<file path="config.mk">
export PLATFORM = sky130hd
export DESIGN_NAME = gray_code_counter
export DESIGN_NICKNAME = d
export VERILOG_FILES = /design/src/rtl/gray_pkg.sv /design/src/rtl/binary_to_gray.sv /design/src/rtl/gray_code_counter.sv
export SDC_FILE = /design/constraint.sdc
export NUM_CORES = 1
export LEC_CHECK = 0
export CORE_MARGIN = 8
export CORE_UTILIZATION = 25
export CTS_CLUSTER_SIZE = 10
export DETAILED_ROUTE_END_ITERATION = 10
export HOLD_SLACK_MARGIN = 0.12
export PLACE_DENSITY = 0.55
export RECOVER_POWER = 25
export SETUP_SLACK_MARGIN = 0.3
export SYNTH_ARGS = -nofsm -noshare
export SYNTH_HDL_FRONTEND = slang
export SYNTH_SLANG_ARGS = --single-unit
</file>
<file path="constraint.sdc">
create_clock -name clk -period 4.1 [get_ports clk]
set_clock_uncertainty 0.05 [all_clocks]
set_input_delay 0.82 -clock clk [delete_from_list [all_inputs] [get_ports clk]]
set_output_delay 0.82 -clock clk [all_outputs]
set_load 0.01 [all_outputs]
</file>
<file path="src/rtl/gray_pkg.sv">
// Shared types and helpers for the Gray-code counter and its decode partner.
package gray_pkg;

  localparam int DEFAULT_WIDTH = 3;
  localparam int GRAY_MAX_W    = 16;

  typedef enum logic {
    EMPTY = 1'b0,
    FULL  = 1'b1
  } hs_state_t;

  // Binary to Gray; narrower values are passed zero-extended to GRAY_MAX_W.
  function automatic logic [GRAY_MAX_W-1:0] bin2gray(input logic [GRAY_MAX_W-1:0] b);
    return b ^ (b >> 1);
  endfunction

  // Gray to binary (prefix XOR from the MSB); zero-extension is transparent.
  function automatic logic [GRAY_MAX_W-1:0] gray2bin(input logic [GRAY_MAX_W-1:0] g);
    logic [GRAY_MAX_W-1:0] b;
    b[GRAY_MAX_W-1] = g[GRAY_MAX_W-1];
    for (int i = GRAY_MAX_W - 2; i >= 0; i--) begin
      b[i] = b[i+1] ^ g[i];
    end
    return b;
  endfunction

endpackage

</file>
<file path="src/rtl/binary_to_gray.sv">
// Purely combinational WIDTH-bit binary to Gray encoder.
module binary_to_gray
  import gray_pkg::*;
#(
  parameter int WIDTH = DEFAULT_WIDTH
) (
  input  logic [WIDTH-1:0] bin,
  output logic [WIDTH-1:0] gray
);

  assign gray = WIDTH'(bin2gray(GRAY_MAX_W'(bin)));

endmodule

</file>
<file path="src/rtl/gray_code_counter.sv">
// Up/down binary counter with a registered Gray copy, offered downstream
// through a valid/ready handshake; wrap pulses on modulus crossings.
module gray_code_counter
  import gray_pkg::*;
#(
  parameter int WIDTH = DEFAULT_WIDTH
) (
  input  logic             clk,
  input  logic             rst_n,
  input  logic             en,
  input  logic             up,
  input  logic             load,
  input  logic [WIDTH-1:0] load_bin,
  input  logic             out_ready,
  output logic [WIDTH-1:0] bin,
  output logic [WIDTH-1:0] gray,
  output logic             out_valid,
  output logic             wrap
);

  localparam logic [WIDTH-1:0] ONE = WIDTH'(1);

  hs_state_t        state, state_nxt;
  logic [WIDTH-1:0] cnt, cnt_nxt;
  logic [WIDTH-1:0] gray_nxt;
  logic             wrap_nxt;
  logic             accept;
  logic             step;

  assign out_valid = (state == FULL);
  assign bin       = cnt;

  // Accept is the only combinational use of out_ready; a step needs room.
  assign accept = out_valid & out_ready;
  assign step   = en & ~load & (~out_valid | accept);

  // Encode the next count so gray is registered alongside cnt.
  binary_to_gray #(.WIDTH(WIDTH)) u_enc (
    .bin  (cnt_nxt),
    .gray (gray_nxt)
  );

  // Next count, wrap detection and handshake transition; load wins over all.
  always_comb begin
    cnt_nxt   = cnt;
    wrap_nxt  = 1'b0;
    state_nxt = state;
    if (load) begin
      cnt_nxt   = load_bin;
      state_nxt = FULL;
    end else if (step) begin
      cnt_nxt   = up ? cnt + ONE : cnt - ONE;
      wrap_nxt  = up ? (cnt == '1) : (cnt == '0);
      state_nxt = FULL;
    end else if (accept) begin
      state_nxt = EMPTY;
    end
  end

  // State register: count, code, handshake and wrap pulse.
  always_ff @(posedge clk or negedge rst_n) begin
    if (!rst_n) begin
      state <= EMPTY;
      cnt   <= '0;
      gray  <= '0;
      wrap  <= 1'b0;
    end else begin
      state <= state_nxt;
      cnt   <= cnt_nxt;
      gray  <= gray_nxt;
      wrap  <= wrap_nxt;
    end
  end

endmodule

</file>
==> Yosys cells after proc, flatten, opt, wreduce, memory -nomap -nowiden <==
Cells that the tools add are included.
Widths: inputs -> output; s select.
{ "word_totals": {"ff_bits": 8, "latchBits": 0, "mem_bits_rw": 0, "romBits": 0, "out_inout_bits": 8, "word_cells": 25, "n_memories": 0} }
{ "op_classes": {"addsub": 2, "n_mul": 0, "n_div": 0, "order_cmp": 0, "n_eq_ne": 1, "shifts": 0, "mux": 9, "bitwise_logic": 7, "n_reduce_logical": 2} }
{ "ops": {"columns": ["cell", "count"], "rows": [
  ["$mux 3", 3],
  ["$mux 1", 6],
  ["$add 3x1->3 const B", 1],
  ["$and 1x1->1", 3],
  ["$eq 3x3->1 const B", 1],
  ["$logic_not 3->1", 1],
  ["$reduce_bool 3->1", 1],
  ["$sub 3x1->3 const B", 1],
  ["$xor 3x2->3", 1],
  ["$not 1->1", 2],
  ["$or 1x1->1", 1]
]} }

==> Longest topological paths before layout <==
Gate-level depths: netlist of the first run.
{ "depth": {"ltp_word": 6, "depth_mapped": 6} }

==> Modules after synthesis <==
From an unflattened synthesis of the first run, not the netlist that was laid out.
{ "unflattened": {"cells_unflattened": 35, "hier_area_um2": 400.4} }
{ "by_module_without_submodules": {"columns": ["mod", "n_inst", "cells_per_inst", "area_per_inst_um2", "seq_area_each_um2"], "rows": [
  ["gray_code_counter", 1, 32, 375.4, 200.2],
  ["binary_to_gray", 1, 3, 25.0, 0.0]
]} }

==> Worst setup path before layout of the first run <==
No wires, ideal clock.
{ "synth_timing": {"path_kind": "input to register", "from": "in up", "to": "reg gray[1]", "setup_ns": 0.126, "arrival_ns": 2.220, "required_time_ns": 3.924, "path_slack_ns": 1.704, "path_stages": 6, "cell_sequence": "inv_1 > fa_1 > xor2_1 > or4_4 > o2111a_1 > a221o_1"} }
{ "synth_via": {"elab_chain_cells": 4} }
{ "synth_lines": {"columns": ["item", "line", "rtl"], "rows": [
  ["start: declaration", "gray_code_counter.sv:11", "input logic up,"],
  ["$mux 3", "gray_code_counter.sv:52", "cnt_nxt = up ? cnt + ONE : cnt - ONE;"],
  ["$mux 3", "gray_code_counter.sv:51", "end else if (step) begin"],
  ["$mux 3", "gray_code_counter.sv:48", "if (load) begin"],
  ["$xor 3x2->3", "gray_pkg.sv:14", "return b ^ (b >> 1);"],
  ["via gray_nxt[1]", "gray_code_counter.sv:25", "logic [WIDTH-1:0] gray_nxt;"],
  ["end signal: assignment", "gray_code_counter.sv:70", "gray <= gray_nxt;"],
  ["end: declaration", "gray_code_counter.sv:16", "output logic [WIDTH-1:0] gray,"]
]} }
The timed path passes the listed nets, and every way through them passes these cells.
A chain may end at the register's enable or synchronous reset.

==> Final worst setup path of the first run <==
Ends and elaborated chain as after synthesis.

==> impl_metrics.json, run 1 <==
{
  "dieHeight_um": 57.3,
  "rrSetupSlack_ns": 2.09,
  "cts_tree": "built",
  "synth_common_cells": "7 x dfrtp_1, 4 x inv_1, 3 x xor2_1",
  "routed_wl_um": 1020,
  "start_util_pct": 25.5,
  "fin_area_um2": 626,
  "synthMostInstantiatedCell": "dfrtp_1",
  "ant_nets": 0,
  "syn_area_per_cell_um2": 10.4,
  "via_per_inst": 4.84,
  "seqCellArea_um2": 175,
  "grt.total_usage_pct": 7.52,
  "synth_edf_count": 0,
  "min_period_over_period_pct": 67.4,
  "synth_nets": 51,
  "first_global_vias": 388,
  "min_to": "out_valid",
  "cellPowerDensity_nw_per_um2": 335,
  "async_flop_share_pct": 100,
  "gp_congestion": 0.691,
  "cts_setup_buffers": 0,
  "cts_buffers": 3,
  "ff2ff_path_depth": 5,
  "fin_tns_setup_ns": 0,
  "ys_warn_count": 0,
  "hold_buffers": 0,
  "hold_class": "reg2reg",
  "arrival_ns": 2.85,
  "die_w_um": 57.3,
  "cts_resized": 0,
  "hold_start": "out_valid",
  "antenna_found_initial": 0,
  "gr-total-overflow": 0,
  "antenna_cells": 0,
  "r2r_start": "bin[0]",
  "clk_pin_slew_ns": 0.05,
  "synth.cell_area_um2": 425,
  "wl_per_cell_um": 13.2,
  "cts_buffer_depth": 2,
  "vias": 373,
  "max-cap-violations": 0,
  "multi_input_area_um2": 228,
  "seq_area_frac_synth_pct": 41.2,
  "grt_pass1_wl_um": 1820,
  "dp_hpwl_um": 806,
  "worstSetupPathType": "in2reg",
  "grt_max_degree": 8,
  "status": "finished clean",
  "clockRootBuffer": "clkbuf_4",
  "synth.top_cell.area_share_pct": 41.2,
  "setup_viol": 0,
  "fill_cells": 166,
  "synth-seq-cells": 7,
  "maxSlewHeadroom_pct": 70.7,
  "period_needed_ns": 2.76,
  "drt-pass1-iter-count": 4,
  "start_kind": "input pin",
  "rsz0062_at_grt": "false",
  "drtIter0Drc": 3,
  "rows": 15,
  "fp.coreArea_um2": 1670,
  "synth_top_area_cell": "dfrtp_1",
  "worst_setup_path_end_kind": "register",
  "drive_gt1_share_pct": 10.0,
  "syn_inst": 41,
  "reg2reg_to": "gray[1]",
  "slew_violations": 0,
  "max_freq_ghz": 0.362,
  "cts.sinks": 7,
  "ir_worst_vdd_mv": 0.182,
  "port_buffers": 16,
  "yosysUniqueCellTypes": 28,
  "synth_top_flop_cell": "dfrtp_1",
  "hold_viol": 0,
  "die_area_um2": 3280,
  "holdPathStages": 2,
  "syn_to_final_growth_pct": 47.1,
  "yosys-top-cells-area": "dfrtp_1 41%, xor2_1 6.2%, fa_1 4.7%",
  "clk_latency_ns": 0.25,
  "tightest_slew_ns": 0.435,
  "io_pins": 17,
  "fin_nets": 71,
  "cp_max_fo": 4,
  "p_leak_nw": 0.265,
  "crit_required_ns": 4.18,
  "htree_levels": 1,
  "drc": 0,
  "placed_area_um2": 599
}
==> worst max-delay path by stage <==
stage	start	depth (start not counted)	slack (ns)	endpoint
finish	up	7	1.34	gray[1]
global route	up	7	1.27	gray[1]
CTS	up	7	1.34	gray[1]
detailed placement	up	7	1.07	gray[1]
global placement	up	7	1.10	gray[1]
floorplan	up	6	1.70	gray[1]
==> metrics by stage <==
step / util [%] / hold slack [ns] / setup slack [ns] / instances / power [mW]
6_report: 37.5 / 0.544 / 1.34 / 77 / 0.210
3_3_place_gp: 35.9 / 0.514 / 1.10 / 73 / 0.150
2_1_floorplan: - / 0.474 / 1.70 / 41 / 0.116
3_5_place_dp: 35.9 / 0.513 / 1.07 / 73 / 0.150
4_1_cts: 37.5 / 0.550 / 1.34 / 77 / 0.215
5_1_grt: 37.5 / 0.593 / 1.27 / 77 / 0.227
==> critical path: stages <==
cell and delay, ns:
clkdlybuf4s50_1 0.53, inv_1 0.08, fa_1 0.43, xor2_1 0.16
or4_4 0.43, o2111a_1 0.15, a221o_1 0.25
==> cells by family (layout without fill, tap and decap cells) <==
| group | Yosys count | in the layout | synth area share (%) |
|---|---|---|---|
| buf+inv | 5 | 24 | 5.29 |
| mux | 1 | 1 | 2.65 |
| fa+ha+maj | 1 | 1 | 4.71 |
| xor+xnor | 3 | 3 | 6.18 |
| simple gates | 13 | 13 | 20.3 |
| compound gates | 11 | 11 | 19.7 |
| flops | 7 | 7 | 41.2 |
==> sequential cells by signal, indices dropped and copies added (netlist names) <==
name       count
gray           2
bin            3
wrap           1
out_valid      1
==> final cells by class <==
type	instances	share of cell area, %
clock buffer	4	4.20
inverter	4	2.40
multi-input combinational	29	36.4
sequential	7	28.0
tap	17	3.40
timing repair buffer	16	25.6
==> where the power goes <==
part	switching [mW]	internal [mW]
combinational	0.0280	0.0361
clock	0.0252	0.0371
sequential	0.00656	0.0767
total	0.0598	0.150
==> per-layer routing <==
| metal | routed length (um) | vias up | global-route usage [%] | part of all wire [%] |
|---|---|---|---|---|
| met5 | 0 | - | 0 | 0 |
| met3 | 95 | 2 | 6.05 | 9.3 |
| met1 | 462 | 168 | 7.99 | 45 |
| li1 | - | 189 | - | - |
| met2 | 447 | 14 | 10.6 | 44 |
| met4 | 14 | 0 | 3.21 | 1.4 |
==> layout by cell type, fill, tap and decap left out, drive strengths merged <==
cell	instances
a211o	1
a211oi	1
a21boi	1
a21oi	1
a221o	1
a31oi	1
and3	1
clkbuf	4
clkdlybuf4s50	15
dfrtp	7
dlygate4sd3	1
fa	1
inv	4
mux2	1
nand2	1
nand2b	2
nand3	2
nand4	1
nor2	1
nor2b	1
nor3	1
o2111a	1
o211ai	1
o21a	1
o21ai	1
o31ai	1
or3	1
or4	2
xor2	3
(Power assumes the default switching activity.)
==> run 2, diff against run 1 <==
PLACE_DENSITY = 0.57   (was 0.55)
clock period = 2.54 ns   (was 4.1 ns; I/O delays follow)
==> impl_metrics.json, run 2 (same netlist as run 1, synthesis figures left out) <==
{
  "status": "finished clean",
  "maxSlewHeadroom_pct": 69.4,
  "syn_to_final_growth_pct": 50.9,
  "drc": 0,
  "cp_max_fo": 2,
  "port_buffers": 16,
  "start_kind": "input pin",
  "hold_class": "reg2reg",
  "clk_pin_slew_ns": 0.06,
  "r2r_start": "bin[0]",
  "dieHeight_um": 57.3,
  "arrival_ns": 2.15,
  "rrSetupSlack_ns": 0.57,
  "wl_per_cell_um": 13.2,
  "largest_reg_flops": 3,
  "first_global_vias": 396,
  "hold_ws_ns": 0.521,
  "grt_pass1_wl_um": 1900,
  "dp_hpwl_um": 845,
  "cts_buffer_depth": 2,
  "crit_path_start": "up",
  "fp.coreArea_um2": 1670,
  "die_area_um2": 3280,
  "cpPeakStageDelay_ns": 0.42,
  "via_per_inst": 5.15,
  "reg2reg_to": "gray[1]",
  "cts.sinks": 7,
  "clockRootBuffer": "clkbuf_4",
  "htree_levels": 1,
  "clk_latency_ns": 0.26,
  "crit_required_ns": 2.63,
  "grt_max_degree": 8,
  "cellPowerDensity_nw_per_um2": 547,
  "multi_input_area_um2": 230,
  "hold_buffers": 0,
  "p_total_mw": 0.351,
  "gp_congestion": 0.722,
  "mostFrequentLayoutCell": "clkdlybuf4s50_1",
  "rows": 15,
  "drtIter0Drc": 6,
  "max_freq_ghz": 0.485,
  "cpMaxStageDelayCell": "or4_4",
  "ir_worst_vdd_mv": 0.236,
  "final_cell_count_no_fill": 79,
  "setup_viol": 0,
  "max-cap-violations": 0,
  "min_period_over_period_pct": 81.2,
  "start_util_pct": 25.5,
  "placed_cells": 75,
  "path_cells": "dlygate4sd2_1, inv_1, fa_2, xor2_1, or4_4, o2111a_1, a221o_1",
  "worstSetupPathType": "in2reg",
  "rsz0062_at_grt": "false",
  "worst_setup_path_end_kind": "register",
  "ff2ff_path_depth": 5,
  "antenna_cells": 0,
  "layout_common_cells": "14 x clkdlybuf4s50_1, 7 x dfrtp_1, 4 x inv_1",
  "vias": 407,
  "crit_end": "gray[1]",
  "slew_violations": 0,
  "seqCellArea_um2": 175,
  "fill_cells": 175,
  "tightest_slew_ns": 0.454,
  "gr-total-overflow": 0,
  "drive_gt1_share_pct": 14.5,
  "period_needed_ns": 2.06,
  "routed_wl_um": 1040,
  "cts_tree": "built",
  "drt-pass1-iter-count": 4,
  "ant_nets": 0,
  "grt.total_usage_pct": 7.66,
  "die_w_um": 57.3,
  "hold_viol": 0,
  "p_leak_nw": 0.275,
  "fin_nets": 73,
  "cts_buffers": 3,
  "io_pins": 17,
  "antenna_found_initial": 0
}
run 2: where the power goes:
part	internal [mW]	switching, mW
Combinational	0.0621	0.0477
Sequential	0.124	0.0102
Clock	0.0604	0.0472
run 2: layout make-up:
class	count	area share, %
repair buffers	18	27.1
inverters	4	2.34
well taps	17	3.31
clock buffers	4	4.09
multi-input cells	29	35.9
flip-flops and latches	7	27.3
run 2: worst min path at each step:
| stage | startpoint | end | slack (ns) | cells after the start |
|---|---|---|---|---|
| detailed placement | out_valid | out_valid | 0.51 | 2 |
| global placement | out_valid | out_valid | 0.50 | 2 |
| floorplan | rst_n | bin[0] | 0.16 | 0 |
| global route | rst_n | wrap | 0.56 | 1 |
| finish | out_valid | out_valid | 0.52 | 2 |
| CTS | rst_n | wrap | 0.47 | 1 |
run 2: what timing repair did:
action | CTS | global route
endpoints found under the hold margin | 0 | 0
setup endpoints to repair | 1 | 0
resized for setup | 2 | 0
buffers inserted | 0 | 0
run 2: per-layer routing:
metal	global-route usage (%)	vias up	share of wire [%]
met5	0	-	0
met4	4.29	0	0.77
met3	4.93	2	11
met2	10.5	19	42
met1	8.77	193	46
li1	-	193	-
run 2: critical path: cells and delay by family:
family,cells,cell delay (ns)
XOR/XNOR,1,0.16
buffers and inverters,2,0.28
adder cells (fa/ha/maj),1,0.38
AND/OR/NAND/NOR,1,0.42
AO/OA/AOI/OAI,2,0.40
run 2: stage by stage:
stage                     setup slack (ns)  TNS, ns  instance area [um^2]  util, %
after floorplan                      0.456        0                   425        -
after global placement              -0.104   -0.104                   614     36.8
after detailed placement            -0.105   -0.105                   614     36.8
after CTS                            0.476        0                   642     38.4
after global routing                 0.412        0                   642     38.4
final                                0.478        0                   642     38.4
==> run 3, diff against run 2 <==
PLACE_DENSITY = 0.55   (was 0.57)
clock period = 2.1 ns   (was 2.54 ns; I/O delays follow)
==> impl_metrics.json, run 3 (same netlist as run 1, synthesis figures left out) <==
{
  "status": "finished clean",
  "fin_nets": 82,
  "setup_viol": 0,
  "min_period_over_period_pct": 93.4,
  "gp_congestion": 0.772,
  "worstSetupPathType": "reg2reg",
  "final_util_pct": 43.1,
  "routed_wl_um": 1110,
  "cpMaxStageDelayCell": "or4_4",
  "period_needed_ns": 1.96,
  "rsz0062_at_grt": "true",
  "drive_gt1_share_pct": 31.0,
  "drt-pass1-iter-count": 4,
  "crit_required_ns": 2.18,
  "start_util_pct": 25.5,
  "htree_levels": 1,
  "p_leak_nw": 0.328,
  "syn_to_final_growth_pct": 69.4,
  "grt.total_usage_pct": 6.93,
  "drc": 0,
  "gr-total-overflow": 0,
  "antenna_found_initial": 0,
  "wl_per_cell_um": 12.6,
  "cellPowerDensity_nw_per_um2": 612,
  "worst_setup_path_end_kind": "register",
  "cts_tree": "built",
  "rows": 15,
  "maxSlewHeadroom_pct": 77.1,
  "largest_reg_flops": 3,
  "die_area_um2": 3280,
  "r2r_start": "bin[1]",
  "setup_slack_ns": 0.138,
  "start_kind": "register",
  "fin_area_um2": 721,
  "port_buffers": 16,
  "path_cells": "fa_2, xor2_2, or4_4, o2111a_1, a221o_1",
  "crit_path_start": "bin[1]",
  "grt_pass1_wl_um": 1650,
  "hold_viol": 0,
  "layout_common_cells": "11 x clkdlybuf4s50_1, 11 x buf_4, 6 x dfrtp_1",
  "clk_pin_slew_ns": 0.06,
  "clockRootBuffer": "clkbuf_4",
  "vias": 424,
  "dieHeight_um": 57.3,
  "arrival_ns": 2.04,
  "hold_class": "in2async",
  "fill_cells": 166,
  "slew_violations": 0,
  "cts.sinks": 7,
  "die_w_um": 57.3,
  "hold_buffers": 0,
  "dp_hpwl_um": 904,
  "io_pins": 17,
  "ir_worst_vdd_mv": 0.243,
  "ant_nets": 0,
  "first_global_vias": 376,
  "via_per_inst": 4.82,
  "tightest_slew_ns": 0.339,
  "critical-path-top-delay-family": "simple AND/OR/NAND/NOR gates",
  "seqCellArea_um2": 176,
  "fp.coreArea_um2": 1670,
  "placed_area_um2": 678,
  "grt_max_degree": 8,
  "cp_max_fo": 2,
  "antenna_cells": 0,
  "cp_num_buf_inv": 0,
  "cts_buffer_depth": 2,
  "cpPeakStageDelay_ns": 0.42,
  "p_total_mw": 0.441,
  "clk_latency_ns": 0.25,
  "place_ws_ns": -0.359,
  "multi_input_area_um2": 238,
  "drtIter0Drc": 6,
  "max_freq_ghz": 0.510,
  "fin_tns_setup_ns": 0,
  "cts_buffers": 3,
  "max-cap-violations": 0
}
-- run 3: final timing paths --
path	endpoint	slack [ns]	depth (start not counted)
hold / removal	bin[0]	0.45	1
hold reg to reg	out_valid	0.53	2
setup / recovery	gray[1]	0.14	5
setup reg to reg	gray[1]	0.14	5
min in group clk	out_valid	0.47	3
max in group asynchronous	bin[1]	1.29	1
-- run 3: stage by stage --
step / instances / hold WS (ns)
after floorplan: 41 / 0.0744
after global placement: 83 / 0.505
after detailed placement: 83 / 0.525
after CTS: 88 / 0.391
after global routing: 88 / 0.477
final: 88 / 0.447
-- run 3: metal layers --
layer / track usage (%) / wire length (um) / vias up
met2: 11.1 / 500 / 19
met3: 5.38 / 114 / 2
met1: 6.72 / 481 / 193
met4: 2.14 / 12 / 0
met5: 0 / 0 / -
li1: - / - / 210
-- run 3: repair_timing --
item | 4_1_cts | 5_1_grt
endpoints found under the hold margin | 0 | 0
pin swaps | 2 | 2
resized for setup | 6 | 2
buffers inserted | 1 | 0
endpoints found under the setup margin | 5 | 3
gates cloned | 0 | 0
-- run 3: area by class of cell --
class,instances,area share (%)
repair buffers,27,33.9
flip-flops and latches,7,24.5
clock buffers,4,3.65
well taps,17,2.95
inverters,4,2.08
multi-input cells,29,33.0
-- run 3: where the power goes --
group          leakage (nW)  internal, mW  total [mW]  switching (mW)
combinational         0.233        0.0913       0.157          0.0661
clock                0.0150        0.0726       0.124          0.0514
sequential           0.0806         0.150       0.160         0.00987
